### src/rtl/seq_timing_ctrl.sv
// Instruction-cycle T-state sequencer with run/halt control and retired count.
// Optional single-step gating when SEQ_SINGLE_STEP_EN is defined.
module seq_timing_ctrl #(
   parameter int unsigned LAST_T = 7,
   parameter int unsigned CNT_W  = 16
) (
   input  logic             clk,
   input  logic             rst_n,
   input  logic             start,
   input  logic             halt_req,
   input  logic             clr,
   input  logic             hold,
`ifdef SEQ_SINGLE_STEP_EN
   input  logic             step_mode,
   input  logic             step,
`endif
   output logic [2:0]       sc,
   output logic             sc_en,
   output logic             running,
   output logic             halted,
   output logic             instr_done,
   output logic [CNT_W-1:0] instr_cnt
);

   localparam logic [1:0] IDLE   = 2'd0;
   localparam logic [1:0] RUN    = 2'd1;
   localparam logic [1:0] DRAIN  = 2'd2;
   localparam logic [1:0] HALTED = 2'd3;

   localparam logic [2:0]       LAST = 3'(LAST_T);
   localparam logic [CNT_W-1:0] ONE  = CNT_W'(1);

   logic [1:0] state;
   logic       active;
   logic       stall;
   logic       fin;

`ifdef SEQ_SINGLE_STEP_EN
   // A non-step cycle in step mode is indistinguishable from a hold cycle.
   assign stall = hold | (step_mode & ~step);
`else
   assign stall = hold;
`endif

   assign active     = (state == RUN) || (state == DRAIN);
   assign fin        = active & ~stall & (clr | (sc == LAST));
   assign instr_done = fin;
   assign sc_en      = active;
   assign running    = active;
   assign halted     = (state == HALTED);

   always_ff @(posedge clk or negedge rst_n) begin
      if (!rst_n) begin
         state     <= IDLE;
         sc        <= '0;
         instr_cnt <= '0;
      end else begin
         if (fin && (instr_cnt != '1))
            instr_cnt <= instr_cnt + ONE;
         case (state)
            IDLE, HALTED: begin
               sc <= '0;
               if (start)
                  state <= RUN;
            end
            RUN, DRAIN: begin
               if (!stall) begin
                  if (fin) begin
                     sc <= '0;
                     if ((state == DRAIN) || halt_req)
                        state <= HALTED;
                  end else begin
                     sc <= sc + 3'd1;
                     if (halt_req)
                        state <= DRAIN;
                  end
               end
            end
            default: begin
               state <= IDLE;
               sc    <= '0;
            end
         endcase
      end
   end

endmodule
### config.mk
export PLATFORM = sky130hd
export DESIGN_NAME = seq_timing_ctrl
export DESIGN_NICKNAME = d
export VERILOG_FILES = /design/src/rtl/seq_timing_ctrl.sv
export SDC_FILE = /design/constraint.sdc
export NUM_CORES = 1
export LEC_CHECK = 0
export ABC_AREA = 1
export ABC_CLOCK_PERIOD_IN_PS = 4800
export CORE_MARGIN = 1.5
export CORE_UTILIZATION = 45
export DETAILED_ROUTE_END_ITERATION = 16
export PLACE_DENSITY = 0.7
export SETUP_SLACK_MARGIN = 0.05
export SYNTH_ARGS = -nofsm -noshare
export SYNTH_HDL_FRONTEND = slang
export SYNTH_SLANG_ARGS = --single-unit
### constraint.sdc
create_clock -name clk -period 4.8 [get_ports clk]
set_input_delay 1.2 -clock clk [delete_from_list [all_inputs] [get_ports clk]]
set_output_delay 1.2 -clock clk [all_outputs]
set_load 0.1 [all_outputs]
==> results.cfg, run 1 <==
[outcome]
status = complete, no violations

[sta]
slew_viol_final = 0
finalSetupViolCount = 0
finalHoldViolCount = 0
setup_slack_ns = 1.230
min_period_ns = 3.570
fmax_mhz = 280.1
worstMarginPinSlew_ns = 0.9779
setup-tns-final_ns = 0
fin_crit_sh_pct = 74.38
max_slew_margin_pct = 34.60
skew_ns = 0.003490
whs_ns = 0.5201
rsz0062_at_grt = false

[synthesis]
synth-main-ff-cell = dfrtp_1
ys_seq_area_share_pct = 37.63
async_flop_share_pct = 100.0
synth.avg_cell_area_um2 = 7.548
syn_area_um2 = 1396
synth_cells = 185
ys.warnings.count = 0
yosysMostFrequentCell = nand2_1
syn_nets = 196
ys_ff_latch = 21
synth_enable_flop_cells = 0
synth.area.top_cells = dfrtp_1 38%, nand2_1 17%, inv_1 5.4%
synthTopCellsByCount = 63 x nand2_1, 21 x dfrtp_1, 20 x inv_1
synth_largest_area_cell = dfrtp_1
yosysTopAreaCellShare_pct = 37.63
synth.distinct_cells = 26

[job]
cap_violations = 0

[place]
io_buffers = 28
dp_hpwl_um = 2264
place_ws_ns = 1.252
gp_congestion = 0.8618

[drt]
drc = 0
routed_wl_um = 2901
avgRoutedWirePerCell_um = 11.70
drt_iter0_drc = 51
dr_total_vias = 1243
post_drt_via_cell_ratio = 5.012
drtAntennaViolNets = 0
firstDrtPassIters = 4

[worst_hold_path]
hold_path_startpoint = sc[0]
hold_path_depth = 1
hp-class = flip-flop to flip-flop
hold_path_end = sc[0]

[setup_path]
worst_ep_arrival_time_ns = 2.37
cp.required_ns = 3.60
startpoint_type = flip-flop
critical_path.max_fanout = 6
rr_endpoint = instr_cnt[11]
reg2regPathDepth = 7
r2r_start = state[0]
r2r_slack_ns = 3.03
worst-setup-path-type = flip-flop to output pin
cp-end-kind = output pin

[power]
seqPwrFrac_pct = 25.7
leakage_nw = 0.8115
switching_share_pct = 60.00
switchingPower_mw = 0.5732
p_int_mw = 0.3821
p_comb_share_pct = 65.0
pwr_density_cell_nw_per_um2 = 556.1
p_clk_share_pct = 9.3
peakVddDrop_uv = 459.1

[grt]
use_met2_pct = 30.50
groute.layer.met3.usage_pct = 2.418
grt_max_degree = 22
gr-usage-all-layers_pct = 19.23
grt_pass1_vias = 1224
top_usage_layer = met2
gr-total-overflow = 0
grt_pass1_wl_um = 5161
antenna_found_initial = 0
grt_use_met1_pct = 27.40

[final_layout]
fillers = 289
n_antenna_cell = 0
finalNetCount = 227
multi_input_area_um2 = 750.7
regArea_um2 = 525.5
syn2layout_area_growth_pct = 23.03
drive_gt1_share_pct = 13.02

[clock_tree]
cts_buffers = 3
cts_max_path_buffers = 2
clk_pin_slew_ns = 0.12
cts.sinks = 21
cts_tree = done
cts_root_buf = clkbuf_4
ctsResizeCount = 0
post-cts-setup-buffer-count = 0
cts_max_level = 1
cts.hold.buffers_added = 0
clock_latency_ns = 0.30

[floorplan]
die_h_um = 58.71
pin_count = 29
initial_core_util_pct = 46.50
die_area_um2 = 3446
core_um2 = 3003
die_w_um = 58.71
rows = 20
critical path, stage by stage, from the launching register on:
cell	delay, ns
dfrtp_1	0.39
inv_1	0.05
ha_1	0.35
inv_2	0.13
clkdlybuf4s50_1	1.15
cell usage in the layout (no fill, tap or decap), types with 3 or more instances in the layout:
| master | netlist | layout |
|---|---|---|
| nand2_1 | 63 | 63 |
| clkdlybuf4s50_1 | 0 | 27 |
| dfrtp_1 | 21 | 21 |
| inv_1 | 20 | 20 |
| nor2_1 | 17 | 17 |
| nand3_1 | 8 | 8 |
| o21ai_0 | 7 | 7 |
| nor2_4 | 5 | 5 |
| nand4_1 | 5 | 5 |
| ha_1 | 5 | 5 |
| nor2_2 | 4 | 4 |
| o21ai_1 | 4 | 4 |
| nand2_4 | 4 | 4 |
| nand2_2 | 3 | 3 |
| xnor2_1 | 3 | 3 |
| clkbuf_4 | 0 | 3 |
sequential cells by signal, indices dropped and copies added, names as in the netlist:
register / cells
instr_cnt: 16
sc: 3
state: 2
stage by stage:
stage	area [um2]	cells	power (mW)	utilization, %
after floorplan	1396	185	0.7601	-
after global placement	1688	244	0.8584	56.21
after detailed placement	1688	244	0.8740	56.21
after global routing	1718	248	1.009	57.21
final	1718	248	0.9554	57.21
after CTS	1718	248	0.9644	57.21
worst max-delay path by stage:
stage,startpoint,slack (ns),end,cells past startpoint
after floorplan,sc[0],1.74,instr_done,4
after global routing,state[0],1.13,running,4
after CTS,state[0],1.21,running,4
final,state[0],1.23,running,4
after global placement,hold,1.31,instr_done,5
after detailed placement,hold,1.25,instr_done,5
power groups by stage:
| stage | logic [mW] | clock network (mW) | registers [mW] |
|---|---|---|---|
| after detailed placement | 0.624 | 0 | 0.250 |
| after CTS | 0.625 | 0.0927 | 0.246 |
| after global placement | 0.612 | 0 | 0.246 |
| after floorplan | 0.355 | 0 | 0.405 |
| after global routing | 0.655 | 0.101 | 0.254 |
| final | 0.621 | 0.0890 | 0.246 |
cell type report:
type	instances	share of cell area, %
multi-input cells	138	43.70
flip-flops and latches	21	30.59
repair buffers	28	16.17
inverters	24	5.390
well taps	33	2.403
clock buffers	3	1.311
clock inverters	1	0.4370
per-layer routing:
| layer | up-vias | wire (um) |
|---|---|---|
| li1 | 645 | - |
| met1 | 560 | 1409 |
| met2 | 36 | 1345 |
| met3 | 2 | 127 |
| met4 | 0 | 19 |
| met5 | - | 0 |
logic make-up (layout without fill, tap and decap cells):
logic type	count (synthesis)	after routing	share of synthesized area, %
AO/OA/AOI/OAI	16	16	6.720
AND/OR/NAND/NOR	113	113	40.05
buffers and inverters	26	56	8.602
flip-flops	21	21	37.63
adder cells (fa/ha/maj)	5	5	4.480
XOR/XNOR	4	4	2.509
Power figures use the tool's default switching activity.
==> run 2: changes to the inputs <==
Settings changed: ABC_CLOCK_PERIOD_IN_PS 4800 to 3000, PLACE_DENSITY 0.7 to 0.72.
Clock period 4.8 ns to 3 ns, I/O delays scaled along.
==> run 2 against run 1 <==
Against the previous run: clock skew increased by 0.011 ns; first-iteration DRC count decreased by 57%; die area unchanged; non-clock buffer count increased by 1; clock power increased by 58%; core utilization decreased by 1.3 points; largest power group unchanged.
==> results.cfg, run 2 (synthesis results as in run 1) <==
[outcome]
status = complete, no violations

[clock_tree]
cts_max_level = 1
cts_buffers = 3
ctsResizeCount = 0
clk_pin_slew_ns = 0.11
cts_root_buf = clkbuf_4
cts_tree = done
cts.hold.buffers_added = 0
cts.sinks = 21
clock_latency_ns = 0.31
cts_max_path_buffers = 2
post-cts-setup-buffer-count = 0

[final_layout]
largest_registers = instr_cnt (16), sc (3), state (2)
final_cells = 249
regMostFlops = instr_cnt
syn2layout_area_growth_pct = 20.25
post-route-util_pct = 55.92
layout_common_cells = 63 x nand2_1, 23 x buf_4, 21 x dfrtp_1
largest_reg_flops = 16
drive_gt1_share_pct = 23.15
n_antenna_cell = 0
final_common_cell = nand2_1
finalNetCount = 228

[drt]
post_drt_via_cell_ratio = 5.028
drc = 0
routed_wl_um = 2790
firstDrtPassIters = 4
avgRoutedWirePerCell_um = 11.20
drt_iter0_drc = 22
dr_total_vias = 1252
drtAntennaViolNets = 0

[place]
gp_congestion = 0.8788
dpl.cell_count = 245
dp_hpwl_um = 2236
place_ws_ns = 0.4796
io_buffers = 28

[setup_path]
crit_path_top_delay_cell = clkdlybuf4s50_1
rr_endpoint = instr_cnt[0]
worst_ep_arrival_time_ns = 1.77
cp.required_ns = 2.25
r2r_slack_ns = 1.26
reg2regPathDepth = 7
worst-setup-path-type = input pin to output pin
startpoint_type = input pin
slowest_delay_ns = 0.45
cp-end-kind = output pin
critical_path.max_fanout = 9
cp_cell_sequence = clkdlybuf4s50_1 -> inv_1 -> nand2_2 -> nor2_8 -> buf_12
r2r_start = state[0]

[sta]
rsz0062_at_grt = false
worstMarginPinSlew_ns = 0.3975
skew_ns = 0.01414
setup-tns-final_ns = 0
finalHoldViolCount = 0
setup_slack_ns = 0.4829
finalSetupViolCount = 0
fmax_mhz = 397.3
fin_crit_sh_pct = 83.90
max_slew_margin_pct = 73.47
min_period_ns = 2.517
slew_viol_final = 0

[worst_hold_path]
hold_path_startpoint = sc[0]
hp-class = flip-flop to flip-flop
hold_path_end = sc[0]
hold_path_depth = 1

[floorplan]
pin_count = 29
rows = 20
core_um2 = 3003
die_area_um2 = 3446
die_w_um = 58.71
die_h_um = 58.71
initial_core_util_pct = 46.50

[job]
cap_violations = 0

[grt]
antenna_found_initial = 0
gr-total-overflow = 0
gr-usage-all-layers_pct = 18.75
grt_max_degree = 22
grt_pass1_vias = 1189
grt_pass1_wl_um = 5030

[power]
pwr_density_cell_nw_per_um2 = 897.8
peakVddDrop_uv = 625.9
power_mw = 1.508
leakage_nw = 0.8552
## run 2: worst max-delay path by stage
stage,slack [ns],start,end
after floorplan,0.39,sc[0],instr_done
after global placement,0.51,hold,instr_done
after detailed placement,0.48,hold,instr_done
after CTS,0.48,hold,instr_done
after global routing,0.43,hold,instr_done
final,0.48,hold,instr_done
## run 2: cell type report
cell class / instances / area [um2]
fillers: 300 / 1324
multi-input cells: 138 / 750.7
flip-flops and latches: 21 / 525.5
repair buffers: 29 / 242.7
inverters: 24 / 92.59
well taps: 33 / 41.29
clock buffers: 4 / 26.28
## run 2: through the flow
step           hold slack (ns)  instance area [um2]
2_1_floorplan           0.4544                 1396
6_report                0.5096                 1679
3_5_place_dp            0.4995                 1653
4_1_cts                 0.5158                 1679
5_1_grt                 0.5455                 1679
3_3_place_gp            0.4918                 1653
## run 2: power by group
part	leakage, nW	internal [mW]	switching, mW
Sequential	0.273	0.335	0.0591
Combinational	0.567	0.211	0.761
Clock	0.0150	0.0519	0.0896
## run 2: critical path, delay by kind of cell
kind	cells	cell delay, ns
buffers and inverters	3	0.74
AND/OR/NAND/NOR	2	0.28
## run 2: per-layer routing
layer	part of all wire (%)	up-vias	global-route usage, %
li1	-	644	-
met1	47	583	24.65
met2	48	20	32.10
met3	3.2	5	1.978
met4	1.4	0	6.494
met5	0	-	0
==> run 3: changes to the inputs <==
Settings changed: ABC_CLOCK_PERIOD_IN_PS 3000 to 2280.
Clock period 3 ns to 2.28 ns, I/O delays scaled along.
==> run 3 against run 2 <==
Against the previous run: critical path depth is the same; non-clock buffer count grew 3; sequential share of layout area shrank 0.93 points; highest routed layer unchanged; first-iteration DRC count grew to 3.0 times the previous value; design area grew 3.8%; combinational power grew 53%; sequential power grew 32%.
==> results.cfg, run 3 (synthesis results as in run 1) <==
[clock_tree]
clock_latency_ns = 0.30
clk_pin_slew_ns = 0.11
cts.sinks = 21
cts_max_level = 1
cts_root_buf = clkbuf_4
cts_buffers = 3
cts_max_path_buffers = 2
cts_tree = done

[sta]
finalHoldViolCount = 0
fmax_mhz = 465.2
rsz0062_at_grt = false
max_slew_margin_pct = 73.12
whs_ns = 0.5115
min_period_ns = 2.150
setup_slack_ns = 0.1302
finalSetupViolCount = 0
setup-tns-final_ns = 0
slew_viol_final = 0
fin_crit_sh_pct = 94.29
worstMarginPinSlew_ns = 0.4028
skew_ns = 0.002580

[power]
pwr_density_cell_nw_per_um2 = 1256
leakage_nw = 0.8728
p_clk_share_pct = 8.2
switchingPower_mw = 1.245
p_int_mw = 0.9453
switching_share_pct = 56.83
peakVddDrop_uv = 1235
p_comb_share_pct = 67.9
seqPwrFrac_pct = 23.8

[setup_path]
cp-end-kind = output pin
critPathTopFamily = flip-flops
crit_buf_inv = 1
startpoint_type = flip-flop
worst_ep_arrival_time_ns = 1.58
r2r_slack_ns = 0.50
cp_common_cell = ha_1
slowest_delay_ns = 0.45
cp.required_ns = 1.71
crit_path_top_delay_cell = dfrtp_2
worst-setup-path-type = flip-flop to output pin
critical_path.max_fanout = 4
cp_cell_sequence = ha_1 -> ha_1 -> nor2_4 -> nor2_8 -> buf_12

[final_layout]
layout_common_cells = 63 x nand2_1, 24 x buf_4, 20 x inv_1
post-route-util_pct = 58.04
finalNetCount = 231
n_antenna_cell = 0
drive_gt1_share_pct = 26.03
syn2layout_area_growth_pct = 24.82
regMostFlops = instr_cnt
largest_reg_flops = 16
fillers = 283
largest_registers = instr_cnt (16), sc (3), state (2)
final_common_cell = nand2_1
design_area_um2 = 1743

[outcome]
status = complete, no violations

[place]
place_ws_ns = 0.1157
io_buffers = 28
gp_congestion = 0.8361
dpl_cell_area_um2 = 1684
dp_hpwl_um = 2190

[grt]
grt_pass1_vias = 1134
grt_use_met1_pct = 23.88
gr-total-overflow = 0
grt_max_degree = 22
gr-usage-all-layers_pct = 17.78
use_met2_pct = 28.73
groute.layer.met3.usage_pct = 3.297
top_usage_layer = met2
grt_pass1_wl_um = 4747
antenna_found_initial = 0

[floorplan]
die_area_um2 = 3446
rows = 20
core_um2 = 3003
pin_count = 29
die_h_um = 58.71
die_w_um = 58.71
initial_core_util_pct = 46.50

[drt]
routed_wl_um = 2815
post_drt_via_cell_ratio = 4.885
dr_total_vias = 1231
firstDrtPassIters = 4
drc = 0
avgRoutedWirePerCell_um = 11.17
drt_iter0_drc = 67
drtAntennaViolNets = 0

[worst_hold_path]
hp-class = flip-flop to flip-flop

[job]
cap_violations = 0
==> run 3: worst paths after layout <==
check,from,end,cells after the start
max,sc[0],instr_done,5
min,sc[0],sc[0],1
max reg2reg,state[0],instr_cnt[11],7
min reg2reg,sc[0],sc[0],1
max in group asynchronous,rst_n,sc[2],2
min in group asynchronous,rst_n,instr_cnt[8],2
==> run 3: timing repair <==
| action | CTS | global route |
|---|---|---|
| pin swaps | 1 | 1 |
| endpoints found under the setup margin | 1 | 1 |
| resized for setup | 2 | 1 |
| hold buffers | 0 | 0 |
| buffers inserted | 1 | 2 |
| gates cloned | 0 | 0 |
==> run 3: cell type report <==
cell class	instances	area, um2	area share [%]
multi-input cells	138	758.2	43.50
well taps	33	41.29	2.369
repair buffers	32	290.3	16.65
inverters	24	97.59	5.599
clock buffers	4	26.28	1.508
flip-flops and latches	21	529.3	30.37
==> run 3: power groups by stage <==
stage | clock, mW | combinational, mW | sequential [mW]
6_report | 0.180 | 1.49 | 0.522
4_1_cts | 0.190 | 1.44 | 0.523
2_1_floorplan | 0 | 0.759 | 0.856
3_3_place_gp | 0 | 1.40 | 0.523
5_1_grt | 0.204 | 1.57 | 0.533
3_5_place_dp | 0 | 1.42 | 0.530
==> run 3: per-stage QoR <==
step,std cells,power [mW]
4_1_cts,250,2.155
3_3_place_gp,245,1.921
2_1_floorplan,185,1.615
3_5_place_dp,245,1.953
6_report,252,2.190
5_1_grt,252,2.306
==> run 3: layer usage <==
metal / vias to the layer above / part of all wire, %
met5: - / 0
met4: 0 / 0.92
met3: 4 / 3.6
met2: 19 / 47
met1: 559 / 48
li1: 649 / -
